## config.mk

```make
export PLATFORM = sky130hd
export DESIGN_NAME = lu_arbiter_flat
export DESIGN_NICKNAME = d
export VERILOG_FILES = /design/src/rtl/lu_arbiter_if.sv /design/src/rtl/lu_arbiter.sv /design/src/flat_wrapper.sv
export SDC_FILE = /design/constraint.sdc
export NUM_CORES = 1
export LEC_CHECK = 0
export CAP_MARGIN = 15
export CORE_UTILIZATION = 60
export CTS_CLUSTER_DIAMETER = 120
export DETAILED_ROUTE_END_ITERATION = 16
export DONT_BUFFER_PORTS = 1
export PLACE_DENSITY = 0.76
export SYNTH_ARGS = -nofsm -noshare
export SYNTH_HDL_FRONTEND = slang
export SYNTH_SLANG_ARGS = --single-unit
```

## constraint.sdc

```tcl
create_clock -name clk -period 3.1 [get_ports clk]
set_clock_uncertainty 0.05 [all_clocks]
set_input_delay 0.62 -clock clk [delete_from_list [all_inputs] [get_ports clk]]
set_output_delay 0.62 -clock clk [all_outputs]
set_load 0.1 [all_outputs]
```

## src/rtl/lu_arbiter_if.sv

```systemverilog
// Bundle of requester, control and LU-side signals for lu_arbiter.
// The slave modport is the arbiter; the master modport is its environment (requesters plus LU).
interface lu_arbiter_if #(
  parameter int W = 8
);
  logic         en;
  logic         req0;
  logic         req1;
  logic [W-1:0] a0;
  logic [W-1:0] b0;
  logic [W-1:0] a1;
  logic [W-1:0] b1;
  logic [1:0]   s0;
  logic [1:0]   s1;
  logic         gnt0;
  logic         gnt1;
  logic         done0;
  logic         done1;
  logic [W-1:0] f;
  logic         busy;
  logic [W-1:0] lu_a;
  logic [W-1:0] lu_b;
  logic [1:0]   lu_s;
  logic [W-1:0] lu_f;

  modport slave (
    input  en, req0, req1, a0, b0, a1, b1, s0, s1, lu_f,
    output gnt0, gnt1, done0, done1, f, busy, lu_a, lu_b, lu_s
  );

  modport master (
    output en, req0, req1, a0, b0, a1, b1, s0, s1, lu_f,
    input  gnt0, gnt1, done0, done1, f, busy, lu_a, lu_b, lu_s
  );
endinterface

```

## src/rtl/lu_arbiter.sv

```systemverilog
// Round-robin two-way arbiter and sequencer for a shared combinational logic unit.
// Every output is a register; an operation takes IDLE -> EXEC -> DONE.
module lu_arbiter #(
  parameter int W = 8
) (
  input logic         clk,
  input logic         rst,
  lu_arbiter_if.slave bus
);

  typedef enum logic [1:0] {
    IDLE = 2'd0,
    EXEC = 2'd1,
    DONE = 2'd2
  } state_t;

  state_t       state_q, state_d;
  logic         last_q,  last_d;
  logic         own_q,   own_d;
  logic         gnt0_q,  gnt0_d;
  logic         gnt1_q,  gnt1_d;
  logic         done0_q, done0_d;
  logic         done1_q, done1_d;
  logic         busy_q,  busy_d;
  logic [W-1:0] f_q,     f_d;
  logic [W-1:0] lu_a_q,  lu_a_d;
  logic [W-1:0] lu_b_q,  lu_b_d;
  logic [1:0]   lu_s_q,  lu_s_d;
  logic         pick;

  always_comb begin
    state_d = state_q;
    last_d  = last_q;
    own_d   = own_q;
    gnt0_d  = 1'b0;
    gnt1_d  = 1'b0;
    done0_d = 1'b0;
    done1_d = 1'b0;
    busy_d  = busy_q;
    f_d     = f_q;
    lu_a_d  = lu_a_q;
    lu_b_d  = lu_b_q;
    lu_s_d  = lu_s_q;
    // Contention goes to the requester that did not own the last grant.
    pick    = (bus.req0 && bus.req1) ? ~last_q : bus.req1;

    unique case (state_q)
      IDLE: begin
        if (bus.en && (bus.req0 || bus.req1)) begin
          own_d   = pick;
          last_d  = pick;
          gnt0_d  = ~pick;
          gnt1_d  = pick;
          busy_d  = 1'b1;
          lu_a_d  = pick ? bus.a1 : bus.a0;
          lu_b_d  = pick ? bus.b1 : bus.b0;
          lu_s_d  = pick ? bus.s1 : bus.s0;
          state_d = EXEC;
        end
      end
      EXEC: begin
        f_d     = bus.lu_f;
        done0_d = ~own_q;
        done1_d = own_q;
        state_d = DONE;
      end
      DONE: begin
        busy_d  = 1'b0;
        state_d = IDLE;
      end
      default: begin
        busy_d  = 1'b0;
        state_d = IDLE;
      end
    endcase
  end

  always_ff @(posedge clk or posedge rst) begin
    if (rst) begin
      state_q <= IDLE;
      last_q  <= 1'b1;
      own_q   <= 1'b0;
      gnt0_q  <= 1'b0;
      gnt1_q  <= 1'b0;
      done0_q <= 1'b0;
      done1_q <= 1'b0;
      busy_q  <= 1'b0;
      f_q     <= '0;
      lu_a_q  <= '0;
      lu_b_q  <= '0;
      lu_s_q  <= '0;
    end else begin
      state_q <= state_d;
      last_q  <= last_d;
      own_q   <= own_d;
      gnt0_q  <= gnt0_d;
      gnt1_q  <= gnt1_d;
      done0_q <= done0_d;
      done1_q <= done1_d;
      busy_q  <= busy_d;
      f_q     <= f_d;
      lu_a_q  <= lu_a_d;
      lu_b_q  <= lu_b_d;
      lu_s_q  <= lu_s_d;
    end
  end

  assign bus.gnt0  = gnt0_q;
  assign bus.gnt1  = gnt1_q;
  assign bus.done0 = done0_q;
  assign bus.done1 = done1_q;
  assign bus.busy  = busy_q;
  assign bus.f     = f_q;
  assign bus.lu_a  = lu_a_q;
  assign bus.lu_b  = lu_b_q;
  assign bus.lu_s  = lu_s_q;

endmodule
```

## src/flat_wrapper.sv

```systemverilog
// flat-port wrapper written by rule: the top's interface ports become plain ports
module lu_arbiter_flat 
#(
  parameter int W = 8
)
  (clk, rst, bus_en, bus_req0, bus_req1, bus_a0, bus_b0, bus_a1, bus_b1, bus_s0, bus_s1, bus_lu_f, bus_gnt0, bus_gnt1, bus_done0, bus_done1, bus_f, bus_busy, bus_lu_a, bus_lu_b, bus_lu_s);
  lu_arbiter_if #(.W(W)) bus_i ();
  input logic clk;
  input logic rst;
  input wire logic [$bits(bus_i.en)-1:0] bus_en;
  input wire logic [$bits(bus_i.req0)-1:0] bus_req0;
  input wire logic [$bits(bus_i.req1)-1:0] bus_req1;
  input wire logic [$bits(bus_i.a0)-1:0] bus_a0;
  input wire logic [$bits(bus_i.b0)-1:0] bus_b0;
  input wire logic [$bits(bus_i.a1)-1:0] bus_a1;
  input wire logic [$bits(bus_i.b1)-1:0] bus_b1;
  input wire logic [$bits(bus_i.s0)-1:0] bus_s0;
  input wire logic [$bits(bus_i.s1)-1:0] bus_s1;
  input wire logic [$bits(bus_i.lu_f)-1:0] bus_lu_f;
  output wire logic [$bits(bus_i.gnt0)-1:0] bus_gnt0;
  output wire logic [$bits(bus_i.gnt1)-1:0] bus_gnt1;
  output wire logic [$bits(bus_i.done0)-1:0] bus_done0;
  output wire logic [$bits(bus_i.done1)-1:0] bus_done1;
  output wire logic [$bits(bus_i.f)-1:0] bus_f;
  output wire logic [$bits(bus_i.busy)-1:0] bus_busy;
  output wire logic [$bits(bus_i.lu_a)-1:0] bus_lu_a;
  output wire logic [$bits(bus_i.lu_b)-1:0] bus_lu_b;
  output wire logic [$bits(bus_i.lu_s)-1:0] bus_lu_s;
  assign bus_i.en = bus_en;
  assign bus_i.req0 = bus_req0;
  assign bus_i.req1 = bus_req1;
  assign bus_i.a0 = bus_a0;
  assign bus_i.b0 = bus_b0;
  assign bus_i.a1 = bus_a1;
  assign bus_i.b1 = bus_b1;
  assign bus_i.s0 = bus_s0;
  assign bus_i.s1 = bus_s1;
  assign bus_i.lu_f = bus_lu_f;
  assign bus_gnt0 = bus_i.gnt0;
  assign bus_gnt1 = bus_i.gnt1;
  assign bus_done0 = bus_i.done0;
  assign bus_done1 = bus_i.done1;
  assign bus_f = bus_i.f;
  assign bus_busy = bus_i.busy;
  assign bus_lu_a = bus_i.lu_a;
  assign bus_lu_b = bus_i.lu_b;
  assign bus_lu_s = bus_i.lu_s;
  lu_arbiter #(.W(W)) u_core (.clk(clk), .rst(rst), .bus(bus_i));
endmodule
```

==> results of run 1 <==
[area by class of cell]
type | instances | area, um^2 | share of cell area (%)
multi-input cells | 75 | 567 | 36.2
well taps | 30 | 37.5 | 2.40
flip-flops and latches | 35 | 877 | 56.0
repair buffers | 2 | 15.0 | 0.959
clock buffers | 7 | 45.0 | 2.88
inverters | 5 | 18.8 | 1.20
clock inverters | 1 | 5.00 | 0.320
[worst max-delay path by stage]
stage                             startpoint                  to  slack [ns]  cells after the start
after CTS                 u_core.bus.lu_s[1]         bus_lu_s[1]        1.11                      0
final                     u_core.bus.lu_s[1]         bus_lu_s[1]        1.12                      0
after floorplan                       bus_en  u_core.bus.lu_a[0]        1.42                      5
after global routing      u_core.bus.lu_s[1]         bus_lu_s[1]        1.10                      0
after global placement              bus_req1  u_core.bus.lu_b[3]        1.19                      3
after detailed placement            bus_req1  u_core.bus.lu_b[3]        1.13                      3
[cell usage in the layout (no fill, tap or decap)]
cell	count
dfstp_2	1
a221o_1	18
nand2_1	19
nor3b_2	1
mux2_1	5
and3_1	1
inv_1	5
nor2b_2	1
nor3_1	8
o21ai_1	1
nand2b_1	1
nor3_2	10
or3b_1	1
and2_1	1
dfrtp_1	34
nor2_1	1
clkbuf_1	2
mux2_2	3
o21ai_0	1
clkinv_2	1
buf_4	2
nand3b_1	1
o21a_1	2
clkbuf_4	5
[routing by layer]
layer  vias up  wire length, um  GRT usage, %
met3         6              273          9.28
li1        456                -             -
met1       485             1090          23.3
met2        50             1500          38.6
met4         0               46          13.2
met5         -                0             0
[flip-flops by register name, indices dropped and copies added (netlist names)]
name              cells
u_core.own_q          1
u_core.state_q        2
u_core.bus.done0      1
u_core.bus.lu_b       8
u_core.bus.lu_a       8
u_core.bus.gnt1       1
u_core.bus.done1      1
u_core.bus.lu_s       2
u_core.bus.busy       1
u_core.bus.gnt0       1
u_core.last_q         1
u_core.bus.f          8
[power breakdown]
part / internal (uW) / leakage [uW] / switching [uW]
combinational: 98.2 / 0.000241 / 88.7
sequential: 554 / 0.000429 / 867
clock: 88.3 / 0.0000293 / 146
[kinds of logic (layout without fill, tap and decap cells)]
logic type,Yosys count,after routing
compound gates,22,22
buf+inv,16,15
flops,35,35
mux,8,8
simple gates,45,45
[per-stage QoR]
| step | total power [uW] | worst slack, ns | cells |
|---|---|---|---|
| finish | 1840 | 1.12 | 155 |
| global route | 1910 | 1.10 | 155 |
| CTS | 1850 | 1.11 | 155 |
| detailed placement | 1630 | 1.13 | 147 |
| global placement | 1610 | 1.19 | 147 |
| floorplan | 1590 | 1.42 | 126 |
==> summary.md, run 1 <==
| Metric | Value |
|---|---|
| Status | finished, final reports clean |
| Relative slew slack | 37.2% |
| First-pass GRT wire length | ~4.3 mm |
| Setup crit end kind | primary output |
| Area Growth Syn to Fin | 1.38% |
| Worst R2R Path Depth | 3 |
| Most frequent cell after synthesis | dfrtp_1 |
| # IOs | 80 |
| Hold Path Class | primary input to async pin |
| Area contributors post-synth | dfrtp_1, a221o_1, nor3_2, nand2_1, mux2_1 |
| Post-CTS sizing | 0 |
| Setup bufs post-CTS | 0 |
| RR Endpoint | u_core.bus.lu_b[5] |
| Design area | 1570 um^2 |
| Layout cells sized above 1 | 19.2% |
| Post-DP HPWL | 2.07 mm |
| Final setup fails | 0 |
| Diodes inserted | 0 |
| R2r setup slk | 1.39 ns |
| Power Density | 1180 nW/um^2 |
| CTS Hold Buffers Added | 0 |
| Kind of critical path | flip-flop to primary output |
| Synth Area in Adders | 0% |
| Routed vias | 997 |
| FF-to-FF Start | u_core.state_q[1] |
| Max Cap Viol | 0 |
| Synth Register Bits | 35 |
| Fin. max-slew vios | 0 |
| CTS Sinks | 35 |
| Synth cell types | 26 |
| Synth top area share | between 50% and 60% |
| Root Buffer | clkbuf_4 |
| Most used DFF post-synth | dfrtp_1 |
| DR vias/cell | 6.43 |
| Die Area | about 2800 um^2 |
| CTS Buffer Depth | 2 |
| Synthesized-area fraction occupied by xor and xnor cells | 0% |
| Final period util | 64.0% |
| DP Area | 1520 um^2 |
| Initial detailed-routing violation count | 27 |
| Register area share after synthesis | approximately 57% |
| Routability cong. | about 0.74 |
| Site Rows | 18 |
| WP data required | 2.43 ns |
| Syn Std Cell Area | between 1500 and 2000 um^2 |
| Synth async-reset ratio | 100% |
| Cells after Synth | 126 |
| Pre-antenna DRT Iters | 4 |
| Number of enable flip-flop cells after synthesis | 0 |
| Die width | approximately 53 um |
| Placeable core region | around 2500 um^2 |
| Worst IR drop on VDD | roughly 0.8 mV |
| Synth Area in Compound Gates | a little over an eighth |
| Clk_lat worst skew | 0.34 ns |
| Synth warnings | 0 |
| Final core utilization | between 60% and 70% |
| Largest net degree at the start of global routing | 36 |
| Area leader, netlist | dfrtp_1 |
| Total CTS buffers | 5 |
| Total grt overflow | 0 |
| CTS tree | yes |
| Fmax achieved | 504 MHz |
| Post-synth net total | 175 |
| RSZ-0062 raised after global routing | no |
| Chip height | 52.7 um |
| Minimum clock period | 1.98 ns |
| ANT nets after route | 0 |
| Number of fill cells | 202 |
| Main combinational cell family by area after synthesis | simple AND/OR/NAND/NOR gates |
| Hold Vio Cnt, Final | 0 |
| DRC | 0 |
| CP max FO | 2 |
| Gr usage total | 22.7% |
| Vias in the first global route | between 900 and 1k |
| Multiplexer share of the synthesized area | 5.83% |
| Synth top cells by count | dfrtp_1, nand2_1, a221o_1 |
| Worst-path clk slew | 0.10 ns |
| Post-Syn Area per Cell | about 12 um^2 |
| Setup tns final | 0 ns |
| Worst slew pin tran | 0.937 ns |
| Initial cell density of the core | 62.9% |
| H-Tree Depth | 2 |
| Initial antenna violation count | 0 |
| CP Launch Type | flip-flop |
| Hold WS | 0.192 ns |
| Number of port buffers | 0 |
| Routed wire length | 2.91 mm |
| Routed wire per std cell | 18.8 um |
| Arr. time, crit path | 1.31 ns |
| Final-stage net count | 173 |
| P_leak | 0.000699 uW |
| Simple-gate share of the synthesized area | 17.4% |
(Power assumes the default switching activity.)
==> inputs of run 2 (changes only) <==
clock period = 1.9 ns   (was 3.1 ns; I/O delays follow)
==> summary.md, run 2 (same netlist as run 1, synthesis figures left out) <==
| Metric | Value |
|---|---|
| Met2 routed wirelength | 1.59 mm (+5.8%) |
| Site Rows | 18 (unchanged) |
| Clk_lat worst skew | 0.33 ns (about the same) |
| Die Area | 2780 um^2 (unchanged) |
| Initial antenna violation count | 0 (unchanged) |
| Max Cap Viol | 0 (unchanged) |
| Routability cong. | 0.803 (+7.9%) |
| DR vias/cell | 6.27 (-2.6%) |
| Worst IR drop on VDD | 1.42 mV (+81%) |
| P_leak | 0.000762 uW (+9.0%) |
| Final-stage net count | 183 (+5.8%) |
| Most frequent cells in the layout | dfrtp_1, nand2_1, a221o_1 |
| Most common cell after layout, fill and taps aside | dfrtp_1 |
| Fin. max-slew vios | 0 (unchanged) |
| WP data required | 1.47 ns (-0.96 ns) |
| Setup tns final | 0 ns (unchanged) |
| Routed wire per std cell | 18.5 um (-1.3%) |
| Gr usage total | 24.4% (+1.7 points) |
| RSZ-0062 raised after global routing | no |
| CP Launch Type | flip-flop |
| Arr. time, crit path | 1.29 ns (-0.02 ns) |
| Clock power frac | 14.3% (+1.6 points) |
| Kind of critical path | flip-flop to primary output |
| Chip height | 52.7 um (unchanged) |
| Minimum clock period | 1.72 ns |
| Hold Path Class | primary input to flip-flop |
| Setup bufs post-CTS | 0 (unchanged) |
| Placeable core region | 2450 um^2 (unchanged) |
| Diodes inserted | 0 (unchanged) |
| Area Growth Syn to Fin | 8.43% |
| First-pass GRT wire length | 4.70 mm (+8.8%) |
| CTS Sinks | 35 (unchanged) |
| Non-filler instance count after layout | 165 (+6.5%) |
| Fmax achieved | 580 MHz |
| Routed wire length | 3.06 mm (+5.0%) |
| Highest metal used | met4 |
| Layout cells sized above 1 | 25.2% (+6.0 points) |
| Final period util | between 90 and 100% |
| Initial detailed-routing violation count | 10 (-63%) |
| Vias in the first global route | 1002 (+1.5%) |
| Worst slew pin tran | 0.918 ns (-0.0190 ns) |
| DRC | 0 (unchanged) |
| Setup crit end kind | primary output |
| WL met1 | 1.17 mm (+7.6%) |
| Largest net degree at the start of global routing | 22 (-39%) |
| Pre-antenna DRT Iters | 4 (unchanged) |
| Switching portion of total power | 57.7% (-2.1 points) |
| Relative slew slack | 38.8% (+1.5 points) |
| Routed vias | 1034 (+3.7%) |
| ANT nets after route | 0 (unchanged) |
| H-Tree Depth | 2 (unchanged) |
| Post-DP HPWL | 2.20 mm (+6.2%) |
| Root Buffer | clkbuf_4 |
| Status | finished, final reports clean |
| CTS tree | yes |
| Worst-path clk slew | 0.10 ns (about the same) |
| Die width | 52.7 um (unchanged) |
| Initial cell density of the core | 62.9% (unchanged) |
| Total CTS buffers | 5 (unchanged) |
| Internal power | 1320 uW (+78%) |
| Total grt overflow | 0 (unchanged) |
| # IOs | 80 (unchanged) |
| Power Density | 1860 nW/um^2 (+58%) |
| Number of port buffers | 0 (unchanged) |
| Hold WS | 0.120 ns (-0.0724 ns) |
| Flop pwr share | 71.3% (-5.8 points) |
| CTS Buffer Depth | 2 (unchanged) |
| Hold Vio Cnt, Final | 0 (unchanged) |
| CP max FO | 2 (unchanged) |
| Net Switching | 1800 uW (+63%) |
| Dpl cells | 156 (+6.1%) |
| Final setup fails | 0 (unchanged) |
| Met3 Routed Length | 252 um (-7.7%) |
| Logic pwr share | 14.3% (+4.2 points) |
run 2: changes by cell type in the layout (fill, tap and decap cells not counted), sizes merged:
cell         change
clkbuf           +1
dlygate4sd3      +1
buf              +9
clkinv           -1
run 2: worst paths after layout:
path	to	depth (start not counted)	from	slack, ns
worst min register to register	u_core.bus.done0	1	u_core.own_q	0.41
worst min-delay path	u_core.bus.f[1]	1	bus_lu_f[1]	0.12
min in group asynchronous	u_core.state_q[1]	3	rst	0.51
max in group asynchronous	u_core.last_q	3	rst	1.04
worst max register to register	u_core.bus.lu_b[7]	4	u_core.state_q[1]	0.22
worst max-delay path	bus_lu_s[1]	0	u_core.bus.lu_s[1]	0.18
run 2: final cells by class:
cell class	count	area (um^2)
multi-input cells	75	567
flip-flops and latches	35	877
fillers	202	781
well taps	30	37.5
clock buffers	8	68.8
repair buffers	12	105
inverters	5	18.8
run 2: power groups by stage:
stage / sequential [uW] / clock, uW / combinational [uW]
floorplan: 2300 / 0 / 296
global placement: 2240 / 0 / 432
detailed placement: 2240 / 0 / 449
CTS: 2230 / 465 / 449
global route: 2250 / 499 / 483
finish: 2220 / 447 / 447
run 2: through the flow:
step	area [um^2]	power [uW]	worst slack, ns	utilization, %
after floorplan	1540	2600	0.420	-
after global placement	1600	2670	0.341	65.0
after detailed placement	1600	2690	0.252	65.0
after CTS	1670	3140	0.146	68.2
after global routing	1670	3240	0.0824	68.2
final	1670	3120	0.176	68.2
run 2: layer usage:
layer | track usage [%] | vias to the layer above
met2 | 38.4 | 53
met3 | 10.4 | 5
met4 | 11.8 | 0
li1 | - | 470
met5 | 0 | -
met1 | 28.5 | 506
run 2: repair_timing:
action,4_1_cts,5_1_grt
hold buffers,1,0
resized for setup,0,0
hold endpoints to repair,34,0
==> inputs of run 3 (changes only) <==
HOLD_SLACK_MARGIN = 0.1   (was not set)
SKIP_LAST_GASP = 1   (was not set)
==> summary.md, run 3 (same netlist as run 1, synthesis figures left out) <==
| Metric | Value |
|---|---|
| Status | finished, final reports clean |
| M2 GR Usage | 38.4% (unchanged) |
| Routed vias | 1037 (+0.29%) |
| Top Usage Layer GRT | met2 |
| Power Density | 1850 nW/um^2 (-0.54%) |
| Die Area | 2780 um^2 (unchanged) |
| RSZ-0062 raised after global routing | no |
| Arr. time, crit path | 1.29 ns (about the same) |
| Met3 GRT Util | 10.4% (unchanged) |
| Worst IR drop on VDD | 1.42 mV (about the same) |
| Relative slew slack | 38.8% (unchanged) |
| Total grt overflow | 0 (unchanged) |
| Total CTS buffers | 5 (unchanged) |
| Number of port buffers | 0 (unchanged) |
| DRC | 0 (unchanged) |
| CTS Buffer Depth | 2 (unchanged) |
| H-Tree Depth | 2 (unchanged) |
| Area Growth Syn to Fin | 9.08% |
| Setup bufs post-CTS | 0 (unchanged) |
| Die width | 52.7 um (unchanged) |
| Most common cell after layout, fill and taps aside | dfrtp_1 |
| Most frequent cells in the layout | dfrtp_1, nand2_1, a221o_1 |
| Routed wire per std cell | 18.4 um (-0.57%) |
| WP data required | 1.47 ns (about the same) |
| Routability cong. | 0.803 (unchanged) |
| Worst-path clk slew | 0.10 ns (about the same) |
| Worst slew pin tran | 0.918 ns (unchanged) |
| P_leak | 0.000766 uW (+0.55%) |
| Max Cap Viol | 0 (unchanged) |
| Fin. max-slew vios | 0 (unchanged) |
| CTS Sinks | 35 (unchanged) |
| Routed wire length | 3.06 mm (about the same) |
| Met1 Usage GRT | 28.5% (unchanged) |
| Vias in the first global route | 1002 (unchanged) |
| DR vias/cell | 6.25 (-0.31%) |
| Placeable core region | 2450 um^2 (unchanged) |
| Minimum clock period | 1.72 ns (unchanged) |
| # IOs | 80 (unchanged) |
| Final setup fails | 0 (unchanged) |
| First-pass GRT wire length | 4.70 mm (unchanged) |
| Area of the multi-input gates | 567 um^2 (unchanged) |
| Hold Vio Cnt, Final | 0 (unchanged) |
| Diodes inserted | 0 (unchanged) |
| Layout cells sized above 1 | 25.0% (-0.19 points) |
| CTS tree | yes |
| Final core utilization | 68.6% (+0.41 points) |
| R2r setup slk | 0.22 ns (about the same) |
| Gr usage total | 24.4% (unchanged) |
| Final period util | 90.7% (unchanged) |
| CP Launch Type | flip-flop |
| Setup crit end kind | primary output |
| Pre-antenna DRT Iters | 4 (unchanged) |
| Setup tns final | 0 ns (unchanged) |
| Largest net degree at the start of global routing | 22 (unchanged) |
| CP max FO | 2 (unchanged) |
| Fmax achieved | 580 MHz (unchanged) |
| Post-CTS sizing | 0 (unchanged) |
| Chip height | 52.7 um (unchanged) |
| Number of fill cells | 201 (-0.50%) |
| Initial cell density of the core | 62.9% (unchanged) |
| Initial antenna violation count | 0 (unchanged) |
| Site Rows | 18 (unchanged) |
| Hold Path Class | primary input to flip-flop |
| Clk_lat worst skew | 0.33 ns (about the same) |
| Kind of critical path | flip-flop to primary output |
| Post-DP HPWL | 2.20 mm (unchanged) |
| Root Buffer | clkbuf_4 |
| Final-stage net count | 184 (+0.55%) |
| Initial detailed-routing violation count | 10 (unchanged) |
| ANT nets after route | 0 (unchanged) |
| Sequential Area | 877 um^2 (unchanged) |
run 3: cell count changes in the layout (fill, tap and decap cells not counted):
cell	delta
dlygate4sd3_1	+1
run 3: path summary, 6_finish.rpt:
check | start | end | depth (start not counted)
max in group asynchronous | rst | u_core.last_q | 3
min in group asynchronous | rst | u_core.state_q[1] | 3
worst max-delay path | u_core.bus.lu_s[1] | bus_lu_s[1] | 0
worst min register to register | u_core.own_q | u_core.bus.done0 | 1
worst max register to register | u_core.state_q[1] | u_core.bus.lu_b[7] | 4
worst min-delay path | bus_lu_f[7] | u_core.bus.f[7] | 1
run 3: cell type report:
type / instances / area share (%)
Inverter: 5 / 1.11
Timing Repair Buffer: 13 / 6.84
Multi-Input combinational cell: 75 / 33.7
Sequential cell: 35 / 52.1
Tap cell: 30 / 2.23
Clock buffer: 8 / 4.09
run 3: routing by layer:
metal,routed length (um),vias up
met5,0,-
met4,43,0
met3,250,5
met2,1590,53
met1,1170,507
li1,-,472
run 3: timing repair:
item                                    CTS  global route
hold endpoints to repair                 34             1
hold buffers                              1             1
endpoints found under the setup margin    0             0
run 3: stage by stage:
step	instance area [um^2]	std cells	power, uW	setup WS [ns]	hold slack [ns]
global route	1680	166	3240	0.0824	0.107
detailed placement	1600	156	2690	0.252	0.301
CTS	1670	165	3140	0.146	0.101
finish	1680	166	3120	0.176	0.125
global placement	1600	156	2670	0.341	0.266
floorplan	1540	126	2600	0.420	0.368
run 3: report_power, final:
group	leakage (uW)	switching, uW	internal (uW)	total, uW
combinational	0.000298	252	197	449
clock	0.0000386	229	218	447
sequential	0.000429	1320	906	2220
total	0.000766	1800	1320	3120
